===== src/rtl/imem_boot_loader.sv =====
// imem_boot_loader: receives a program image as a byte stream over valid/ready.
// It assembles little-endian 32-bit words and writes them sequentially into
// instruction memory. out_done_load_inst releases the core once the image is in.
// Image format: 4-byte little-endian word count N, then N little-endian words.
// Optional build macro IMEM_BOOT_CHECKSUM_EN adds one trailing checksum byte.
// That byte is the XOR of every image byte, including the length bytes.
module imem_boot_loader #(
    parameter int unsigned              ADDR_WIDTH = 64,
    parameter logic [ADDR_WIDTH-1:0]    BASE_ADDR  = '0,
    parameter int unsigned              MAX_WORDS  = 1024
) (
    input  logic                  in_Clk,
    input  logic                  Rst,
    input  logic [7:0]            in_byte,
    input  logic                  in_byte_valid,
    output logic                  out_byte_ready,
    output logic                  out_wr_en,
    output logic [ADDR_WIDTH-1:0] out_wr_addr,
    output logic [31:0]           out_wr_data,
    output logic                  out_done_load_inst,
    output logic                  out_load_err
);

    typedef enum logic [2:0] {
        S_LEN,
        S_DATA,
        S_CHK,
        S_DONE,
        S_ERR
    } state_e;

`ifdef IMEM_BOOT_CHECKSUM_EN
    localparam state_e S_END = S_CHK;
`else
    localparam state_e S_END = S_DONE;
`endif

    state_e                  state_q, state_d;
    logic [1:0]              byte_idx_q;
    logic [31:0]             word_cnt_q;
    logic [31:0]             len_q;
    logic [31:0]             word_q;
    logic                    ready_q;
    logic                    wr_en_q;
    logic [ADDR_WIDTH-1:0]   wr_addr_q;
    logic [31:0]             wr_data_q;
    logic                    done_q;
    logic                    err_q;
`ifdef IMEM_BOOT_CHECKSUM_EN
    logic [7:0]              csum_q;
    logic [7:0]              csum_d;
`endif

    logic                    accept;
    logic                    last_byte;
    logic [31:0]             len_d;
    logic [31:0]             word_d;
    logic [31:0]             word_cnt_d;

    // A byte moves only when the host offers it and the loader advertised ready.
    assign accept     = in_byte_valid && ready_q;
    assign last_byte  = (byte_idx_q == 2'd3);
    // Shifting in from the top lands the first byte of each group in bits [7:0].
    assign len_d      = {in_byte, len_q[31:8]};
    assign word_d     = {in_byte, word_q[31:8]};
    assign word_cnt_d = word_cnt_q + 32'd1;
`ifdef IMEM_BOOT_CHECKSUM_EN
    assign csum_d     = csum_q ^ in_byte;
`endif

    // Next-state decision for the load sequence; only accepted bytes advance it.
    always_comb begin
        // NOTE: every always_comb output gets a default first so no path can leave it unassigned and infer a latch.
        state_d = state_q;
        if (accept) begin
            unique case (state_q)
                S_LEN: begin
                    if (last_byte) begin
                        if (len_d == 32'd0) begin
                            state_d = S_END;
                        end else if (len_d > 32'(MAX_WORDS)) begin
                            state_d = S_ERR;
                        end else begin
                            state_d = S_DATA;
                        end
                    end
                end
                S_DATA: begin
                    if (last_byte && (word_cnt_d == len_q)) begin
                        state_d = S_END;
                    end
                end
`ifdef IMEM_BOOT_CHECKSUM_EN
                S_CHK: begin
                    state_d = (in_byte == csum_q) ? S_DONE : S_ERR;
                end
`endif
                default: begin
                    state_d = state_q;
                end
            endcase
        end
    end

    // State, counters, word assembly and registered outputs.
    always_ff @(posedge in_Clk) begin
        // NOTE: sequential state uses non-blocking assignments so every register samples pre-edge values.
        if (Rst) begin
            state_q    <= S_LEN;
            byte_idx_q <= 2'd0;
            word_cnt_q <= 32'd0;
            len_q      <= 32'd0;
            ready_q    <= 1'b0;
            wr_en_q    <= 1'b0;
            wr_addr_q  <= BASE_ADDR;
            wr_data_q  <= 32'd0;
            done_q     <= 1'b0;
            err_q      <= 1'b0;
`ifdef IMEM_BOOT_CHECKSUM_EN
            csum_q     <= 8'd0;
`endif
            // NOTE: word_q is deliberately not reset. Clearing byte_idx_q discards any partial word, because stale bytes are shifted out before the next write.
        end else begin
            state_q <= state_d;
            ready_q <= (state_d == S_LEN) || (state_d == S_DATA) || (state_d == S_CHK);
            done_q  <= (state_d == S_DONE);
            err_q   <= (state_d == S_ERR);
            wr_en_q <= 1'b0;
            if (accept) begin
                unique case (state_q)
                    S_LEN: begin
                        len_q      <= len_d;
                        byte_idx_q <= byte_idx_q + 2'd1;
`ifdef IMEM_BOOT_CHECKSUM_EN
                        csum_q     <= csum_d;
`endif
                    end
                    S_DATA: begin
                        word_q     <= word_d;
                        byte_idx_q <= byte_idx_q + 2'd1;
`ifdef IMEM_BOOT_CHECKSUM_EN
                        csum_q     <= csum_d;
`endif
                        if (last_byte) begin
                            wr_en_q    <= 1'b1;
                            wr_data_q  <= word_d;
                            wr_addr_q  <= BASE_ADDR + (ADDR_WIDTH'(word_cnt_q) << 2);
                            word_cnt_q <= word_cnt_d;
                        end
                    end
                    default: begin
                        byte_idx_q <= byte_idx_q;
                    end
                endcase
            end
        end
    end

    assign out_byte_ready     = ready_q;
    assign out_wr_en          = wr_en_q;
    assign out_wr_addr        = wr_addr_q;
    assign out_wr_data        = wr_data_q;
    assign out_done_load_inst = done_q;
    assign out_load_err       = err_q;

endmodule


===== config.mk =====
export PLATFORM = sky130hd
export DESIGN_NAME = imem_boot_loader
export DESIGN_NICKNAME = d
export VERILOG_FILES = /design/src/rtl/imem_boot_loader.sv
export SDC_FILE = /design/constraint.sdc
export NUM_CORES = 1
export LEC_CHECK = 0
export BUFFER_PORTS_ARGS = -buffer_cell sky130_fd_sc_hd__buf_4
export CAP_MARGIN = 20
export CORE_MARGIN = 2
export CORE_UTILIZATION = 35
export CTS_BUF_LIST = sky130_fd_sc_hd__clkbuf_8
export CTS_CLUSTER_DIAMETER = 60
export DETAILED_ROUTE_END_ITERATION = 10
export HOLD_SLACK_MARGIN = 0.06
export PLACE_DENSITY = 0.6
export SETUP_SLACK_MARGIN = 0.5
export SLEW_MARGIN = 20
export SYNTH_ARGS = -nofsm -noshare
export SYNTH_HDL_FRONTEND = slang
export SYNTH_SLANG_ARGS = --single-unit

===== constraint.sdc =====
create_clock -name in_Clk -period 4.76 [get_ports in_Clk]
set_clock_uncertainty 0.15 [all_clocks]
set_input_delay 0 -clock in_Clk [delete_from_list [all_inputs] [get_ports in_Clk]]
set_output_delay 0 -clock in_Clk [all_outputs]
set_load 0.01 [all_outputs]

==> metrics.txt <==
status=complete, no violations; Synth Area per Inst=8.23 um2; Most common cell on crit path=nand4_1; sequential fraction of the synthesis area=0.473; slowest CP cell=or4_4; gpl congestion=0.930; antenna violations before repair=0; area share of the largest cell type after synthesis=0.374; total power=2.56 mW; largest cells by area after synthesis=dfxtp_1, nand2_1, edfxtp_1; cell area after layout=8440 um2; FF/Latch Area=3460 um2; placed instance count=1,175; crit-path cells=ha_1, nand4_1, or3_1, a211o_1, a2111oi_0, nand4_1, or4_4, o31a_1; clock power share=0.423; Critical Path Source Type=flop; final core utilization=0.415; pwr dens=303 nW/um2; I/O Pins=111; worst-margin pin slew=1.08 ns; fin crit period=3.67 ns; CP endpoint kind=flop; largest net degree at the start of global routing=74; first-pass GRT wire length=30.6 mm; Die W=149 um; part of the power in combinational logic=0.035; Rel. slew slack=0.275; main flop type after synthesis=dfxtp_1; I/O Buffers=78; dpl hpwl=13.0 mm; CTS tree=done; Skew-Pair Late Insertion Delay=0.47 ns; count leader, synth=nand2_1; Max Cap Viol=0; # diodes=0; period utilization=0.771; PnR worst setup slack=1.09 ns; Async S/R FF share, synth=0; Die Y-Extent=149 um; vias in the first global route=5,580; cell taking the most area after synthesis=dfxtp_1; Final ANT Viol Nets=0; sw power=0.583 mW; Sw Ratio=0.228; CTS Root Cell=clkbuf_8; Mapped Cells=890; Slew Limit Fails=0; pre-CTS setup slack=1.17 ns; Detailed Route Iter0 Violations=670; count of flip-flops with a built-in enable after synthesis=24; Initial Util=0.360; Final Hold Viols=0; Wirelength per Cell=15.9 um; Crit Path Category=reg -> reg; maximum vdd drop=139 uV; core area=20,400 um2; hold slack=0.141 ns; number of vias per cell=5.10; drt pass-1 iters=5; H-tree depth=4; footprint of the multi-input gates=3440 um2; Net count, final=947; YS warnings=0; CTS Buf Count=17; grt ovf=0; placed cell area=7920 um2; required time of the critical path=4.98 ns; Internal=1.98 mW; Cell Area, Synth=7330 um2; vias after detailed routing=6,204; share of layout cells above drive strength 1=0.134; CTS Sinks=161; Total GRT Usage=0.177; total leakage power=2.94 nW; #FFs+latches synth=161; crit path max fanout=12; Post-Layout Cell Count=1,217; post-synthesis cell type count=61; setup violators final=0; RSZ-0062 raised after global routing=false; final wirelength=19.4 mm; Area growth syn-to-layout=15.3%; max incr delay on CP=0.58 ns; Longest Clk Path Bufs=2; min-delay worst type=in -> reg; Worst EP arrival=3.89 ns; Fillers=2,098; CTS clock-pin slew for the worst setup and hold paths=0.09 ns; most instantiated cells after synthesis=nand2_1, dfxtp_1, a21oi_1; DR DRC count=0; f_max=272 MHz; # rows=52; Setup TNS Final=0 ns; Die ar.=22,100 um2; sequential power share=0.543
[cell families after synthesis]
kind of cell / Yosys count / share of synthesized area
AO/OA/AOI/OAI: 159 / 0.125
multiplexers: 2 / 0.00273
flip-flops: 161 / 0.473
buffers and inverters: 110 / 0.0745
other: 1 / 0.000512
XOR/XNOR: 61 / 0.0729
adder cells (fa/ha/maj): 2 / 0.00342
AND/OR/NAND/NOR: 394 / 0.248
[worst paths after layout]
| check | slack (ns) | from | to | cells past startpoint |
|---|---|---|---|---|
| setup reg to reg | 1.09 | word_cnt_q[0]$_SDFFE_PP0P_ | out_byte_ready$_SDFF_PP0_ | 8 |
| hold reg to reg | 0.30 | word_q[18]$_DFFE_PP_ | word_q[10]$_DFFE_PP_ | 0 |
| setup / recovery | 1.09 | word_cnt_q[0]$_SDFFE_PP0P_ | out_byte_ready$_SDFF_PP0_ | 8 |
| hold / removal | 0.14 | in_byte[7] | word_q[31]$_DFFE_PP_ | 2 |
[final cells by class]
class,instances,area share
clock inverter,15,0.0230
tap,270,0.0400
timing repair buffer,95,0.0874
clock buffer,17,0.0277
multi-input combinational,650,0.408
inverter,9,0.00400
sequential,161,0.410
[layer usage]
| layer | up-vias | global-route usage | part of all wire |
|---|---|---|---|
| met5 | - | 0 | 0 |
| met4 | 0 | 0.0543 | 0.015 |
| met3 | 23 | 0.0405 | 0.060 |
| met2 | 213 | 0.265 | 0.45 |
| met1 | 2914 | 0.253 | 0.48 |
| li1 | 3054 | - | - |
[power groups by stage]
| stage | clock (mW) | sequential (mW) | combinational (mW) |
|---|---|---|---|
| after floorplan | 0 | 1.42 | 0.0770 |
| after global placement | 0 | 1.42 | 0.0814 |
| after detailed placement | 0 | 1.42 | 0.0819 |
| after CTS | 1.11 | 1.39 | 0.0885 |
| after global routing | 1.17 | 1.39 | 0.0990 |
| final | 1.08 | 1.39 | 0.0890 |
[layout by cell type, fill, tap and decap left out, types with 3 or more instances in the layout]
master | Yosys | layout
a211oi_1 | 3 | 3
a21oi_1 | 111 | 111
and3_1 | 8 | 7
buf_4 | 32 | 85
bufinv_16 | 0 | 4
clkbuf_8 | 0 | 17
conb_1 | 1 | 32
dfxtp_1 | 137 | 137
dlygate4sd3_1 | 0 | 10
edfxtp_1 | 24 | 24
inv_1 | 9 | 13
inv_6 | 0 | 3
nand2_1 | 212 | 212
nand2b_1 | 11 | 11
nand3_1 | 22 | 21
nand3b_1 | 3 | 3
nand4_1 | 16 | 16
nor2_1 | 46 | 46
nor3_1 | 23 | 23
nor4_1 | 22 | 22
o211ai_1 | 4 | 4
o21ai_0 | 13 | 13
o31ai_1 | 3 | 3
or3_1 | 10 | 10
xnor2_1 | 34 | 34
xor2_1 | 27 | 27
[flip-flops by register name, summed over array words and instances, names as in the netlist]
signal,flops
out_byte_ready,1
state_q,3
word_q,24
out_load_err,1
byte_idx_q,2
out_done_load_inst,1
len_q,32
word_cnt_q,32
out_wr_data,32
out_wr_addr,32
out_wr_en,1
[worst max-delay path, delay by kind of cell (launching register included)]
family / cells / cell delay (ns)
and+or+nand+nor: 4 / 1.39
DFF: 1 / 0.48
AOI/OAI and AO/OA: 3 / 1.10
adders and majority gates: 1 / 0.46
[repair_timing]
| item | CTS | global route |
|---|---|---|
| buffers inserted | 0 | 0 |
| hold endpoints to repair | 82 | 0 |
| hold buffers | 10 | 0 |
| gates resized for setup | 0 | 0 |
| setup endpoints to repair | 0 | 0 |
Note: power is estimated with default switching activity, not from simulation.
